===== config.mk =====
export PLATFORM = sky130hd
export DESIGN_NAME = tone_pwm_synth
export DESIGN_NICKNAME = d
export VERILOG_FILES = /design/src/rtl/tone_pwm_synth.sv
export SDC_FILE = /design/constraint.sdc
export NUM_CORES = 1
export LEC_CHECK = 0
export CORE_ASPECT_RATIO = 0.9
export CORE_UTILIZATION = 55
export CTS_BUF_LIST = sky130_fd_sc_hd__clkbuf_8
export DETAILED_ROUTE_END_ITERATION = 16
export MAX_ROUTING_LAYER = met4
export PLACE_DENSITY = 0.75
export SLEW_MARGIN = 20
export SYNTH_ARGS = -nofsm -noshare
export SYNTH_HDL_FRONTEND = slang
export SYNTH_SLANG_ARGS = --single-unit

===== constraint.sdc =====
create_clock -name CLK -period 5.3 [get_ports CLK]
set_clock_uncertainty 0.2 [all_clocks]
set_input_delay 0.795 -clock CLK [delete_from_list [all_inputs] [get_ports CLK]]
set_output_delay 0.795 -clock CLK [all_outputs]
set_load 0.03 [all_outputs]

===== src/rtl/tone_pwm_synth.sv =====
// Single-voice tone generator: note-period lookup paces a 64-step sine walk, and a
// volume-scaled 8-bit PWM stage turns each sample into a 1-bit audio stream.
module tone_pwm_synth #(
    parameter int unsigned COUNTER_MAX = 11945
) (
    input  logic       CLK,
    input  logic       RST,
    input  logic [5:0] TONE,
    input  logic [3:0] VOL,
    output logic       P
);

    localparam logic [13:0] CntMax = 14'(COUNTER_MAX);

    logic [13:0] period;
    logic [7:0]  duty;
    logic [11:0] prod;
    logic [7:0]  eff;
    logic        active;

    logic [13:0] step_cnt;
    logic [5:0]  idx;
    logic [7:0]  pwm_cnt;

    assign active = (VOL != 4'd0) && (TONE != 6'd0);

    // Clocks per sine step minus one: round(100e6 / (64 * f_note)), C3 upward.
    always_comb begin
        period = 14'd0;
        case (TONE)
            6'd0:  period = 14'd0;
            6'd1:  period = 14'd11945;
            6'd2:  period = 14'd11274;
            6'd3:  period = 14'd10641;
            6'd4:  period = 14'd10044;
            6'd5:  period = 14'd9480;
            6'd6:  period = 14'd8948;
            6'd7:  period = 14'd8446;
            6'd8:  period = 14'd7972;
            6'd9:  period = 14'd7525;
            6'd10: period = 14'd7102;
            6'd11: period = 14'd6704;
            6'd12: period = 14'd6327;
            6'd13: period = 14'd5972;
            6'd14: period = 14'd5637;
            6'd15: period = 14'd5321;
            6'd16: period = 14'd5022;
            6'd17: period = 14'd4740;
            6'd18: period = 14'd4474;
            6'd19: period = 14'd4223;
            6'd20: period = 14'd3986;
            6'd21: period = 14'd3762;
            6'd22: period = 14'd3551;
            6'd23: period = 14'd3352;
            6'd24: period = 14'd3164;
            6'd25: period = 14'd2986;
            6'd26: period = 14'd2819;
            6'd27: period = 14'd2660;
            6'd28: period = 14'd2511;
            6'd29: period = 14'd2370;
            6'd30: period = 14'd2237;
            6'd31: period = 14'd2112;
            6'd32: period = 14'd1993;
            6'd33: period = 14'd1881;
            6'd34: period = 14'd1776;
            6'd35: period = 14'd1676;
            6'd36: period = 14'd1582;
            6'd37: period = 14'd1493;
            6'd38: period = 14'd1409;
            6'd39: period = 14'd1330;
            6'd40: period = 14'd1256;
            6'd41: period = 14'd1185;
            6'd42: period = 14'd1119;
            6'd43: period = 14'd1056;
            6'd44: period = 14'd997;
            6'd45: period = 14'd941;
            6'd46: period = 14'd888;
            6'd47: period = 14'd838;
            6'd48: period = 14'd791;
            6'd49: period = 14'd747;
            6'd50: period = 14'd705;
            6'd51: period = 14'd665;
            6'd52: period = 14'd628;
            6'd53: period = 14'd593;
            6'd54: period = 14'd559;
            6'd55: period = 14'd528;
            6'd56: period = 14'd498;
            6'd57: period = 14'd470;
            6'd58: period = 14'd444;
            6'd59: period = 14'd419;
            6'd60: period = 14'd395;
            6'd61: period = 14'd373;
            6'd62: period = 14'd352;
            6'd63: period = 14'd333;
            default: period = 14'd0;
        endcase
    end

    // One sine cycle, offset-binary around 128 so the duty never reaches 0.
    always_comb begin
        duty = 8'd128;
        case (idx)
            6'd0:  duty = 8'd128;
            6'd1:  duty = 8'd140;
            6'd2:  duty = 8'd153;
            6'd3:  duty = 8'd165;
            6'd4:  duty = 8'd177;
            6'd5:  duty = 8'd188;
            6'd6:  duty = 8'd199;
            6'd7:  duty = 8'd209;
            6'd8:  duty = 8'd218;
            6'd9:  duty = 8'd226;
            6'd10: duty = 8'd234;
            6'd11: duty = 8'd240;
            6'd12: duty = 8'd245;
            6'd13: duty = 8'd250;
            6'd14: duty = 8'd253;
            6'd15: duty = 8'd254;
            6'd16: duty = 8'd255;
            6'd17: duty = 8'd254;
            6'd18: duty = 8'd253;
            6'd19: duty = 8'd250;
            6'd20: duty = 8'd245;
            6'd21: duty = 8'd240;
            6'd22: duty = 8'd234;
            6'd23: duty = 8'd226;
            6'd24: duty = 8'd218;
            6'd25: duty = 8'd209;
            6'd26: duty = 8'd199;
            6'd27: duty = 8'd188;
            6'd28: duty = 8'd177;
            6'd29: duty = 8'd165;
            6'd30: duty = 8'd153;
            6'd31: duty = 8'd140;
            6'd32: duty = 8'd128;
            6'd33: duty = 8'd116;
            6'd34: duty = 8'd103;
            6'd35: duty = 8'd91;
            6'd36: duty = 8'd79;
            6'd37: duty = 8'd68;
            6'd38: duty = 8'd57;
            6'd39: duty = 8'd47;
            6'd40: duty = 8'd38;
            6'd41: duty = 8'd30;
            6'd42: duty = 8'd22;
            6'd43: duty = 8'd16;
            6'd44: duty = 8'd11;
            6'd45: duty = 8'd6;
            6'd46: duty = 8'd3;
            6'd47: duty = 8'd2;
            6'd48: duty = 8'd1;
            6'd49: duty = 8'd2;
            6'd50: duty = 8'd3;
            6'd51: duty = 8'd6;
            6'd52: duty = 8'd11;
            6'd53: duty = 8'd16;
            6'd54: duty = 8'd22;
            6'd55: duty = 8'd30;
            6'd56: duty = 8'd38;
            6'd57: duty = 8'd47;
            6'd58: duty = 8'd57;
            6'd59: duty = 8'd68;
            6'd60: duty = 8'd79;
            6'd61: duty = 8'd91;
            6'd62: duty = 8'd103;
            6'd63: duty = 8'd116;
            default: duty = 8'd128;
        endcase
    end

    // Full 12-bit product before dropping the low nibble keeps VOL=15 just under full scale.
    assign prod = {4'd0, duty} * {8'd0, VOL};
    assign eff  = 8'(prod >> 4);

    always_ff @(posedge CLK or posedge RST) begin
        if (RST) begin
            step_cnt <= 14'd0;
            idx      <= 6'd0;
            pwm_cnt  <= 8'd0;
            P        <= 1'b0;
        end else begin
            pwm_cnt <= pwm_cnt + 8'd1;
            P       <= active && (pwm_cnt < eff);
            if (active) begin
                if (step_cnt >= period) begin
                    step_cnt <= 14'd0;
                    idx      <= idx + 6'd1;
                end else if (step_cnt > CntMax) begin
                    // Out-of-range count left over from a slower note: restart without stepping.
                    step_cnt <= 14'd0;
                end else begin
                    step_cnt <= step_cnt + 14'd1;
                end
            end
        end
    end

endmodule


==> results of run 1 <==
==> metrics by stage <==
stage / hold slack [ns] / setup TNS (ns)
final: 0.305 / -0.0146
after global routing: 0.331 / -0.316
after CTS: 0.304 / 0
after detailed placement: 0.292 / -0.246
after global placement: 0.269 / -0.110
after floorplan: 0.252 / 0
==> where the power goes <==
group | total [µW] | switching (µW) | internal [µW]
registers | 340 | 68.9 | 271
logic | 3260 | 1680 | 1580
clock network | 249 | 96.3 | 153
total | 3840 | 1840 | 2000
==> final cells by class <==
class | instances | area, µm²
clock buffers | 6 | 82.6
clock inverters | 2 | 37.5
fillers | 699 | 2770
inverters | 46 | 180
multi-input cells | 524 | 3940
flip-flops and latches | 29 | 729
well taps | 119 | 149
repair buffers | 79 | 647
==> cell usage in the layout (no fill, tap or decap), drive strengths merged, types with 4 or more instances in the layout <==
master         Yosys  final
a211oi             8      8
a21o              12     12
a21oi             37     37
a22o               5      5
a31oi             16     16
and2              17     17
and2b              4      4
and3               4      4
buf               15     68
clkbuf            17      6
clkdlybuf4s50      0     11
dfrtp             29     29
fa                11     11
ha                56     56
inv               46     46
mux2i              8      8
mux4               4      4
nand2             75     75
nand2b            11     11
nand3             16     16
nand4              6      6
nor2              45     45
nor2b             19     19
nor3              18     18
nor4               6      6
o211ai            10     10
o21a               4      4
o21ai             54     54
o21bai             4      4
o22ai              4      4
o31ai              4      4
or3                4      4
xnor2             12     12
xor2               5      5
==> per-layer routing <==
layer  global-route usage [%]  vias up  routed length [µm]
li1                         -     2372                   -
met1                     40.4     2286                5810
met2                     48.7      191                6180
met3                     6.04       20                1040
met4                     6.76        0                 170
met5                        -        -                   0
==> sequential cells by signal, summed over array words and instances (netlist names) <==
signal,count
P,1
idx,6
pwm_cnt,8
step_cnt,14
==> timing repair <==
| action | 4_1_cts | 5_1_grt |
|---|---|---|
| gates resized for setup | 25 | 11 |
| buffers inserted | 3 | 0 |
| endpoints found under the hold margin | 0 | 0 |
| pin swaps | 14 | 11 |
| setup endpoints to repair | 1 | 1 |
==> worst reg2reg max path, delay by kind of cell (launching register included) <==
family | cells | cell delay (ns)
xor+xnor | 1 | 0.16
simple gates | 5 | 0.71
compound gates | 7 | 1.11
fa+ha+maj | 5 | 1.67
buf+inv | 6 | 0.50
flops | 1 | 0.44
mux | 1 | 0.46
==> worst paths after layout <==
path,end,slack (ns),cells after the start
max,P,-0.01,25
min reg2reg,pwm_cnt[7],0.31,1
min,pwm_cnt[7],0.31,1
min in group asynchronous,pwm_cnt[0],0.59,2
max reg2reg,P,-0.01,25
max in group asynchronous,idx[2],3.67,3
==> cell families (layout without fill, tap and decap cells) <==
family / Yosys count / count (layout)
XOR/XNOR: 17 / 17
buffers and inverters: 78 / 133
flip-flops: 29 / 29
adder cells (fa/ha/maj): 67 / 67
AND/OR/NAND/NOR: 237 / 237
AO/OA/AOI/OAI: 188 / 188
multiplexers: 15 / 15
==> impl_metrics.env, run 1 <==
export IMPL_crit_buf_inv=6
export IMPL_synth_adder_area_share_pct=19.1
export IMPL_grt_pass1_vias=4693
export IMPL_async_flop_share_pct=100
export IMPL_fmax_ghz=0.188
export IMPL_fin_area_mm2=0.00576
export IMPL_start_kind="flop"
export IMPL_hold_viol=0
export IMPL_antenna_found_initial=0
export IMPL_cts_tree="yes"
export IMPL_detail_route_antenna_nets=0
export IMPL_yosysWarnings=0
export IMPL_place_inst=794
export IMPL_fin_util_pct=67.6
export IMPL_slew_limit_headroom_pct=46.1
export IMPL_areaGrowthSynthToFinish_pct=19.5
export IMPL_drt_iter0_markers=303
export IMPL_worstSetupPathType="flop to flop"
export IMPL_drive_gt1_share_pct=20.4
export IMPL_die_w_um=101
export IMPL_totalPowerFinal_uw=3840
export IMPL_hold_class="flop to flop"
export IMPL_gp_congestion=0.941
export IMPL_dp_hpwl_mm=10.2
export IMPL_worstSkewPairLatency_ns=0.29
export IMPL_setup_viol=1
export IMPL_critPathCaptureType="flop"
export IMPL_clk_pin_slew_ns=0.07
export IMPL_grt_use_total_pct=30.7
export IMPL_synth_largest_area_cell="dfrtp_1"
export IMPL_slowest_delay_ns=0.55
export IMPL_fin_cells=805
export IMPL_avgSynthCellArea_um2=7.64
export IMPL_maxCapViolCount=0
export IMPL_rsz0062_at_grt="yes"
export IMPL_synth_simple_gate_area_share_pct=24.9
export IMPL_crit_path_top_delay_cell="fa_1"
export IMPL_numCtsBuffers=5
export IMPL_required_ns=5.31
export IMPL_synth_area_mm2=0.00482
export IMPL_rows=32
export IMPL_cts_htree_levels=2
export IMPL_cts_sinks=29
export IMPL_dpl_worst_slack_ns=-0.246
export IMPL_grt_max_degree=52
export IMPL_vdd_drop_max_mv=0.402
export IMPL_rr_startpoint="idx[0]"
export IMPL_drc=0
export IMPL_synth_most_common_cell="nand2_1"
export IMPL_vias=4869
export IMPL_holdCritStartpoint="pwm_cnt[7]"
export IMPL_syn_inst=631
export IMPL_grt_pass1_wl_mm=22.1
export IMPL_synthMuxAreaShare_pct=4.23
export IMPL_worst_pin_slew_ns=0.809
export IMPL_grt_ovfl_total=0
export IMPL_die_area_mm2=0.00915
export IMPL_synth_nets=710
export IMPL_crit_family="adder cells"
export IMPL_holdBufCountCts=0
export IMPL_wirelength_mm=13.2
export IMPL_startpoint="idx[0]"
export IMPL_avgViaCountPerCell=6.05
export IMPL_synth_top_family_by_area="compound AO/OA/AOI/OAI gates"
export IMPL_worstPathMaxFanout=4
export IMPL_diodes=0
export IMPL_synth_area_leaders="dfrtp_1, ha_1, nand2_1, o21ai_0, fa_1"
export IMPL_placed_cell_area_mm2=0.00549
export IMPL_cts_buffer_depth=2
export IMPL_synth_main_ff_cell="dfrtp_1"
export IMPL_wl_per_cell_um=16.4
export IMPL_fp_coreArea_mm2=0.00853
export IMPL_ios=13
export IMPL_synth_compound_area_share_pct=26.7
export IMPL_setup_slack_ns=-0.0146
export IMPL_synth_xor_area_share_pct=3.09
export IMPL_cts_root_buf="clkbuf_8"
export IMPL_status="complete, but fails checks"
export IMPL_synth_seq_cells=29
export IMPL_fp_dieH_um=90.8
export IMPL_yosysSeqAreaShare_pct=15.0
export IMPL_yosys_top_cells_count="nand2_1, ha_1, o21ai_0"
export IMPL_synth_edf_count=0
export IMPL_fin_crit_ns=5.31
export IMPL_crit_arrival_ns=5.33
export IMPL_portBuffers=12
export IMPL_initial_core_util_pct=56.6
export IMPL_fin_crit_sh_pct=100
export IMPL_static_leakage_power_uw=0.00262
export IMPL_first_pass_iters=5
export IMPL_power_density_mw_per_mm2=667
export IMPL_violations="setup timing"
export IMPL_layout_nets=764
export IMPL_yosysUniqueCellTypes=76
export IMPL_drv_slew=0
export IMPL_synth_top_area_share_pct=15.0
Power figures use the tool's default switching activity.
==> run 2, diff against run 1 <==
--- a/config.mk
+++ b/config.mk
@@ -5,7 +5,7 @@
 export SDC_FILE = /design/constraint.sdc
 export NUM_CORES = 1
 export LEC_CHECK = 0
-export CORE_ASPECT_RATIO = 0.9
+export CORE_ASPECT_RATIO = 1.1
 export CORE_UTILIZATION = 55
 export CTS_BUF_LIST = sky130_fd_sc_hd__clkbuf_8
 export DETAILED_ROUTE_END_ITERATION = 16
@@ -15,3 +15,4 @@
 export SYNTH_ARGS = -nofsm -noshare
 export SYNTH_HDL_FRONTEND = slang
 export SYNTH_SLANG_ARGS = --single-unit
+export TNS_END_PERCENT = 5
==> run 2 against run 1 <==
Against the previous run: the flow still finishes with violations (setup timing); power increased by 3.6%; sequential share of layout area decreased by 0.076 points; register-to-register slack got worse by 0.07 ns; utilization increased by 0.91 points; via count increased by 0.92%; die area about the same; routed wire length decreased by 1.0%; hold slack got worse by 0.027 ns; critical path type unchanged; largest power group unchanged.
==> impl_metrics.env, run 2 (synthesized netlist as in run 1, its figures left out) <==
export IMPL_status="complete, but fails checks"
export IMPL_violations="setup timing"
export IMPL_layout_nets=768
export IMPL_hold_viol=0
export IMPL_whs_ns=0.279
export IMPL_fin_util_pct=68.5
export IMPL_grt_use_total_pct=30.9
export IMPL_fin_tns_setup_ns=-0.0833
export IMPL_crit_buf_inv=3
export IMPL_setup_viol=1
export IMPL_p_comb_share_pct=85.7
export IMPL_cts_sinks=29
export IMPL_maxCapViolCount=0
export IMPL_drt_iter0_markers=208
export IMPL_slew_limit_headroom_pct=34.0
export IMPL_initial_core_util_pct=57.1
export IMPL_crit_arrival_ns=5.39
export IMPL_hold_class="flop to flop"
export IMPL_rows=35
export IMPL_hold_depth=1
export IMPL_power_density_mw_per_mm2=688
export IMPL_totalPowerFinal_uw=3980
export IMPL_antenna_found_initial=0
export IMPL_gp_congestion=0.936
export IMPL_top_register="step_cnt"
export IMPL_portBuffers=12
export IMPL_cts_htree_levels=2
export IMPL_clk_pin_slew_ns=0.07
export IMPL_worstPathMaxFanout=6
export IMPL_wl_per_cell_um=16.3
export IMPL_drc=0
export IMPL_p_sw_share_pct=48.0
export IMPL_rsz0062_at_grt="yes"
export IMPL_grt_pass1_wl_mm=22.5
export IMPL_cts_tree="yes"
export IMPL_avgViaCountPerCell=6.13
export IMPL_start_kind="flop"
export IMPL_final_common_cell="nand2_1"
export IMPL_r2r_cells=26
export IMPL_critPathCaptureType="flop"
export IMPL_largestRegisters="step_cnt (14), pwm_cnt (8), idx (6)"
export IMPL_largest_reg_flops=14
export IMPL_fin_crit_ns=5.38
export IMPL_fp_coreArea_mm2=0.00845
export IMPL_static_leakage_power_uw=0.00265
export IMPL_fillers=689
export IMPL_p_int_uw=2070
export IMPL_fmax_ghz=0.186
export IMPL_fin_crit_sh_pct=102
export IMPL_vias=4914
export IMPL_p_clk_share_pct=6.0
export IMPL_grt_ovfl_total=0
export IMPL_crit_path_top_delay_cell="fa_1"
export IMPL_grt_pass1_vias=4909
export IMPL_fp_dieH_um=100
export IMPL_ios=13
export IMPL_cts_root_buf="clkbuf_8"
export IMPL_dpl_worst_slack_ns=-0.252
export IMPL_detail_route_antenna_nets=0
export IMPL_most_common_layout_cells="nand2_1, buf_4, o21ai_0, ha_1, nor2_1"
export IMPL_diodes=0
export IMPL_numCtsBuffers=5
export IMPL_holdBufCountCts=0
export IMPL_worstSetupPathType="flop to flop"
export IMPL_dp_hpwl_mm=9.88
export IMPL_die_area_mm2=0.00915
export IMPL_drv_slew=0
export IMPL_worst_pin_slew_ns=0.990
export IMPL_first_pass_iters=4
export IMPL_required_ns=5.31
export IMPL_grt_max_degree=65
export IMPL_seq_power_share_pct=8.3
export IMPL_vdd_drop_max_mv=0.493
export IMPL_crit_family="compound AO/OA/AOI/OAI gates"
export IMPL_p_switching_uw=1910
export IMPL_path_depth=26
export IMPL_cts_buffer_depth=2
export IMPL_areaGrowthSynthToFinish_pct=20.0
export IMPL_die_w_um=91.3
export IMPL_worstSkewPairLatency_ns=0.28
export IMPL_slowest_delay_ns=0.42
export IMPL_wirelength_mm=13.1
export IMPL_setup_slack_ns=-0.0833
export IMPL_drive_gt1_share_pct=21.7
-- run 2: what timing repair did --
| item | CTS | global route |
|---|---|---|
| pin swaps | 21 | 7 |
| resized for setup | 38 | 9 |
| endpoints found under the setup margin | 1 | 1 |
| buffers inserted | 4 | 0 |
-- run 2: cell type report --
type	instances	area (µm²)	area share (%)
clock buffers	6	82.6	1.43
well taps	111	139	2.40
multi-input cells	524	3950	68.2
flip-flops and latches	29	728	12.6
clock inverters	2	33.8	0.584
inverters	46	180	3.11
repair buffers	83	679	11.7
-- run 2: final timing paths --
path                             from    endpoint  slack [ns]
max                            idx[0]           P       -0.08
min                        pwm_cnt[7]  pwm_cnt[7]        0.28
min in group asynchronous         RST           P        0.71
min reg2reg                pwm_cnt[7]  pwm_cnt[7]        0.28
max reg2reg                    idx[0]           P       -0.08
max in group asynchronous         RST      idx[1]        3.73
-- run 2: layer usage --
metal  share of wire (%)  GRT usage, %  up-vias  wire length [µm]
met2                  50          54.7      167              6540
met1                  42          36.1     2307              5440
met5                   0             -        -                 0
met4                 3.7          12.7        0               488
met3                 4.6          2.80       51               597
li1                    -             -     2389                 -
-- run 2: power by group through the flow --
stage | sequential, µW | clock [µW] | combinational (µW)
after detailed placement | 330 | 0 | 2990
after global placement | 328 | 0 | 2900
after CTS | 331 | 244 | 3310
final | 331 | 239 | 3410
after global routing | 340 | 254 | 3760
after floorplan | 327 | 0 | 2060
-- run 2: stage by stage --
stage | instances | cell area (µm²)
5_1_grt | 801 | 5790
3_3_place_gp | 789 | 5490
4_1_cts | 801 | 5770
3_5_place_dp | 789 | 5490
6_report | 801 | 5790
2_1_floorplan | 631 | 4880
==> run 3, diff against run 2 <==
--- a/config.mk
+++ b/config.mk
@@ -11,6 +11,8 @@
 export DETAILED_ROUTE_END_ITERATION = 16
 export MAX_ROUTING_LAYER = met4
 export PLACE_DENSITY = 0.75
+export RECOVER_POWER = 100
+export SETUP_SLACK_MARGIN = 0.15
 export SLEW_MARGIN = 20
 export SYNTH_ARGS = -nofsm -noshare
 export SYNTH_HDL_FRONTEND = slang
==> run 3 against run 2 <==
Against the previous run: the flow finishes with violations (capacitance limit, slew limit, setup timing); via count decreased by 2.8%; critical path depth fell by 10; clock-buffer cell count unchanged; flip-flop and latch count unchanged; sequential power rose by 1%; sequential share of layout area rose by 0.39 points; fmax grew 1.3%; routed wire length down 5.7%; final area shrank 2.8%; hold slack better by 0.022 ns; combinational power fell by 7.6%; largest power group unchanged.
==> impl_metrics.env, run 3 (synthesized netlist as in run 1, its figures left out) <==
export IMPL_wl_per_cell_um=15.6
export IMPL_avgViaCountPerCell=6.05
export IMPL_first_pass_iters=4
export IMPL_largestRegisters="step_cnt (14), pwm_cnt (8), idx (6)"
export IMPL_final_common_cell="nand2_1"
export IMPL_fin_crit_ns=5.31
export IMPL_portBuffers=12
export IMPL_ios=13
export IMPL_setup_viol=2
export IMPL_grt_ovfl_total=0
export IMPL_grt_use_total_pct=28.5
export IMPL_drive_gt1_share_pct=18.9
export IMPL_wirelength_mm=12.3
export IMPL_layout_nets=757
export IMPL_place_inst=778
export IMPL_detail_route_antenna_nets=0
export IMPL_dp_hpwl_mm=9.63
export IMPL_grt_pass1_vias=4634
export IMPL_power_density_mw_per_mm2=652
export IMPL_worstSkewPairLatency_ns=0.28
export IMPL_hold_viol=0
export IMPL_vias=4776
export IMPL_status="complete, but fails checks"
export IMPL_die_area_mm2=0.00915
export IMPL_fin_tns_setup_ns=-0.0237
export IMPL_start_kind="input pin"
export IMPL_gp_congestion=0.951
export IMPL_maxCapViolCount=1
export IMPL_worstPathMaxFanout=14
export IMPL_drc=0
export IMPL_r2r_cells=24
export IMPL_fin_crit_sh_pct=100
export IMPL_cts_sinks=29
export IMPL_holdCritStartpoint="pwm_cnt[7]"
export IMPL_fp_dieH_um=100
export IMPL_cts_tree="yes"
export IMPL_grt_max_degree=49
export IMPL_worst_pin_slew_ns=1.61
export IMPL_rows=35
export IMPL_areaGrowthSynthToFinish_pct=16.6
export IMPL_diodes=0
export IMPL_reg2reg_slack_ns=0.04
export IMPL_fp_coreArea_mm2=0.00845
export IMPL_fmax_ghz=0.188
export IMPL_worstSetupPathType="input pin to flop"
export IMPL_crit_arrival_ns=5.27
export IMPL_drv_slew=30
export IMPL_grt_pass1_wl_mm=20.8
export IMPL_most_common_layout_cells="nand2_1, buf_4, ha_1, o21ai_0, nor2_1"
export IMPL_holdBufCountCts=0
export IMPL_numCtsBuffers=5
export IMPL_cts_htree_levels=2
export IMPL_startpoint="TONE[0]"
export IMPL_vdd_drop_max_mv=0.508
export IMPL_slew_limit_headroom_pct=-7.16
export IMPL_crit_path_top_delay_cell="nor4_1"
export IMPL_slowest_delay_ns=0.54
export IMPL_setup_slack_ns=-0.0128
export IMPL_static_leakage_power_uw=0.00258
export IMPL_drt_iter0_markers=216
export IMPL_violations="capacitance limit, slew limit, setup timing"
export IMPL_die_w_um=91.3
export IMPL_antenna_found_initial=0
export IMPL_crit_chain="clkdlybuf4s50_1 > inv_1 > ha_1 > nand2b_1 > a21boi_0 > mux4_2 > o21ai_0 > ha_1 > a21o_1 > a211oi_1 > nor2_1 > nor4_1 > o41ai_4 > dlymetal6s2s_1 > nand2_1 > mux2_2"
export IMPL_crit_top_cell="ha_1"
export IMPL_fin_cells=789
export IMPL_critPathCaptureType="flop"
export IMPL_whs_ns=0.301
export IMPL_initial_core_util_pct=57.1
export IMPL_rr_startpoint="idx[0]"
export IMPL_fillers=726
export IMPL_top_register="step_cnt"
export IMPL_largest_reg_flops=14
export IMPL_totalPowerFinal_uw=3670
export IMPL_dpl_worst_slack_ns=-0.120
export IMPL_required_ns=5.26
export IMPL_clk_pin_slew_ns=0.07
export IMPL_rsz0062_at_grt="yes"
export IMPL_hold_class="flop to flop"
export IMPL_cts_root_buf="clkbuf_8"
export IMPL_hold_depth=1
export IMPL_cts_buffer_depth=2
-- run 3: cell types whose count changed in the layout (fill, tap and decap cells not counted), sizes merged --
cell / delta
inv: -2
clkdlybuf4s50: -2
dlygate4sd3: +2
bufinv: -1
buf: -13
clkbuf: +1
clkinvlp: +1
dlymetal6s2s: +1
clkinv: +1
-- run 3: layer usage --
layer | vias to the layer above | track usage (%) | part of all wire [%]
met4 | 0 | 11.5 | 3.4
met3 | 38 | 2.12 | 3.8
met2 | 133 | 49.5 | 50
li1 | 2360 | - | -
met5 | - | - | 0
met1 | 2245 | 34.6 | 43
-- run 3: power breakdown --
| group | leakage [µW] | switching (µW) | internal [µW] | total (µW) |
|---|---|---|---|---|
| registers | 0.000369 | 64.2 | 271 | 335 |
| logic | 0.00217 | 1640 | 1500 | 3150 |
| clock network | 0.0000433 | 84.2 | 102 | 187 |
| total | 0.00258 | 1790 | 1880 | 3670 |
-- run 3: worst paths after layout --
| check | end |
|---|---|
| max | idx[2] |
| min | pwm_cnt[7] |
| max reg2reg | P |
| min reg2reg | pwm_cnt[7] |
| max in group asynchronous | idx[1] |
| min in group asynchronous | P |
-- run 3: critical path, delay by kind of cell --
kind                     cells  cell delay (ns)
adder cells (fa/ha/maj)      2             0.56
multiplexers                 2             0.84
AND/OR/NAND/NOR              4             1.06
AO/OA/AOI/OAI                5             1.07
buffers and inverters        3             0.93
-- run 3: cell type report --
cell class	instances	area (µm²)	area share, %
Timing Repair Buffer	72	583	10.4
Clock inverter	1	7.51	0.133
Sequential cell	29	729	13.0
Multi-Input combinational cell	524	3900	69.4
Tap cell	111	139	2.47
Clock buffer	6	82.6	1.47
Inverter	46	183	3.25
-- run 3: timing repair --
action | CTS | global route
setup endpoints to repair | 1 | 1
buffers inserted | 3 | 1
pin swaps | 8 | 10
resized for setup | 15 | 13
-- run 3: per-stage QoR --
step                instance area, µm²  util (%)
finish                            5630      66.6
global route                      5630      66.6
CTS                               5600      66.2
floorplan                         4890         -
global placement                  5430      64.2
detailed placement                5430      64.2
==> variant: new RTL, settings of run 1 <==
Set the parameter `COUNTER_MAX` to 8192 (it was 11945).
--- a/src/rtl/tone_pwm_synth.sv
+++ b/src/rtl/tone_pwm_synth.sv
@@ -2,5 +2,5 @@
 // volume-scaled 8-bit PWM stage turns each sample into a 1-bit audio stream.
 module tone_pwm_synth #(
-    parameter int unsigned COUNTER_MAX = 11945
+    parameter int unsigned COUNTER_MAX = 8192
 ) (
     input  logic       CLK,
Formal check against the unedited RTL: same outputs for any inputs over 10 cycles, from zero or initial values and one cycle with RST high; that may be too few to reach the edited logic, so the function may still have changed.
==> variant against run 1 <==
The run still ends with setup timing left; cell count is 8.1% lower; synthesized area is 3.1% lower; utilization is 1.8 points lower; critical endpoint unchanged; routed wire length is 7.5% lower; fmax is 3.4% lower; setup slack worse by 0.19 ns; sequential cell count stayed put; power is 2.9% higher; die area is 3.0% lower; design area is 7.1% lower; synthesized cell count is 1.7% lower.
==> variant: results <==
{
  "drc_errors": 0,
  "cp_max_fo": 4,
  "synth-seq-area-share_pct": 15.53,
  "relSlewSlack_pct": 50.55,
  "ir_drop_mv": 0.6051,
  "drt-total-wl_um": 12220,
  "insertion_delay_ns": 0.28,
  "numPlacedInstances": 731,
  "grt_pass1_vias": 4273,
  "yosysWarnings": 0,
  "critPathArrivalTime_ns": 5.53,
  "dpl_worst_slack_ns": -0.1493,
  "ys.flop_type": "dfrtp_1",
  "hold_class": "register to register",
  "htree_num_levels": 2,
  "insertedDiodeCount": 0,
  "port_buffers": 12,
  "routed-via-count": 4697,
  "cts_buffers": 5,
  "violations": "setup timing",
  "fin_nets": 719,
  "vias_per_cell": 6.347,
  "cts_root_buf": "clkbuf_8",
  "clockBufferDepth": 2,
  "setup_viol": 1,
  "grt.total_usage_pct": 29.72,
  "drtIter0Drc": 277,
  "synth_fp_nets": 699,
  "critPathMaxStageDelay_ns": 0.53,
  "antenna_found_initial": 0,
  "clkSlewWorstSetupHoldPaths_ns": 0.07,
  "synth_cell_types": 75,
  "synthTopCellsByArea": "dfrtp_1, ha_1, o21ai_0",
  "grt_max_degree": 34,
  "finalWorstSetupSlack_ns": -0.2025,
  "synth_commonest_cells": "nand2_1, o21ai_0, ha_1, nor2_1, a21oi_1",
  "drtPass1Iterations": 5,
  "gp_congestion": 0.9557,
  "synthArstFlopShare_pct": 100.0,
  "grt_first_pass_wirelength_um": 20530,
  "p_leak_uw": 0.002352,
  "hpwl_um": 9133,
  "syn_avg_cell_area_sq_um": 7.537,
  "fillerInstances": 679,
  "crit_slowest_cell": "fa_1",
  "crit_family": "adder cells",
  "maxCapViolCount": 0,
  "outcome": "finished with violations",
  "reg_top3": "step_cnt (14), pwm_cnt (8), idx (6)",
  "drive_gt1_share_pct": 16.22
}
[variant: changes by cell type after synthesis, sizes merged, moves of 4 or more]
| cell | change |
|---|---|
| a21o | -5 |
| a31oi | -8 |
| and2b | -4 |
| clkbuf | +5 |
| inv | -7 |
| nor2 | +5 |
| nor2b | -7 |
| nor3 | -4 |
| o21ai | +12 |
| o21bai | -4 |
[variant: kinds of logic (layout without fill, tap and decap cells)]
family / Yosys count / in the layout / synth area share (%)
and+or+nand+nor: 227 / 227 / 23.99
xor gates and xnor gates: 15 / 15 / 2.811
DFF: 29 / 29 / 15.53
muxes: 17 / 17 / 5.114
adders and majority gates: 67 / 67 / 19.71
buffers and inverters: 76 / 97 / 6.667
AOI/OAI and AO/OA: 189 / 189 / 26.19
[variant: power by group]
group	switching (uW)	total [uW]	leakage (uW)	internal (uW)
Sequential	57.3	322	0.000363	265
Clock	92.3	183	0.0000439	90.4
Combinational	1830	3450	0.00195	1620
Total	1980	3960	0.00235	1980
[variant: final timing paths]
path | start | end | slack [ns] | cells past startpoint
worst max-delay path | idx[0]$_DFFE_PP0P_ | P$_DFF_PP0_ | -0.20 | 25
worst min-delay path | pwm_cnt[7]$_DFF_PP0_ | pwm_cnt[7]$_DFF_PP0_ | 0.29 | 1
max in group asynchronous | RST | idx[1]$_DFFE_PP0P_ | 3.79 | 2
min in group asynchronous | RST | P$_DFF_PP0_ | 0.70 | 2
worst min register to register | pwm_cnt[7]$_DFF_PP0_ | pwm_cnt[7]$_DFF_PP0_ | 0.29 | 1
worst max register to register | idx[0]$_DFFE_PP0P_ | P$_DFF_PP0_ | -0.20 | 25
[variant: repair_timing]
action	CTS	global route
hold buffers	0	0
endpoints found under the setup margin	1	1
setup buffers	1	0
pin swaps	7	18
resized for setup	5	21
[variant: final cells by class]
type	instances	area (sq um)	share of cell area, %
clock buffers	5	68.82	1.285
clock inverters	3	17.52	0.3271
inverters	41	157.7	2.944
multi-input cells	515	3839	71.68
flip-flops and latches	29	725.7	13.55
well taps	99	123.9	2.313
repair buffers	48	422.9	7.897
[variant: per-stage QoR]
stage	total power, uW	hold slack [ns]	cell area [sq um]	setup TNS [ns]
after floorplan	2690	0.2518	4790	-0.1124
after global placement	3292	0.2785	5164	-0.01100
after detailed placement	3420	0.2774	5164	-0.1493
after CTS	3659	0.2894	5276	-0.1064
after global routing	4327	0.3286	5355	-0.3290
final	3955	0.2927	5355	-0.2025
[variant: layer usage]
metal / share of wire (%) / track usage (%) / vias to the layer above
met1: 44 / 38.32 / 2216
met4: 1.6 / 7.888 / 0
met3: 5.8 / 3.049 / 22
met5: 0 / - / -
met2: 49 / 50.41 / 174
li1: - / - / 2285
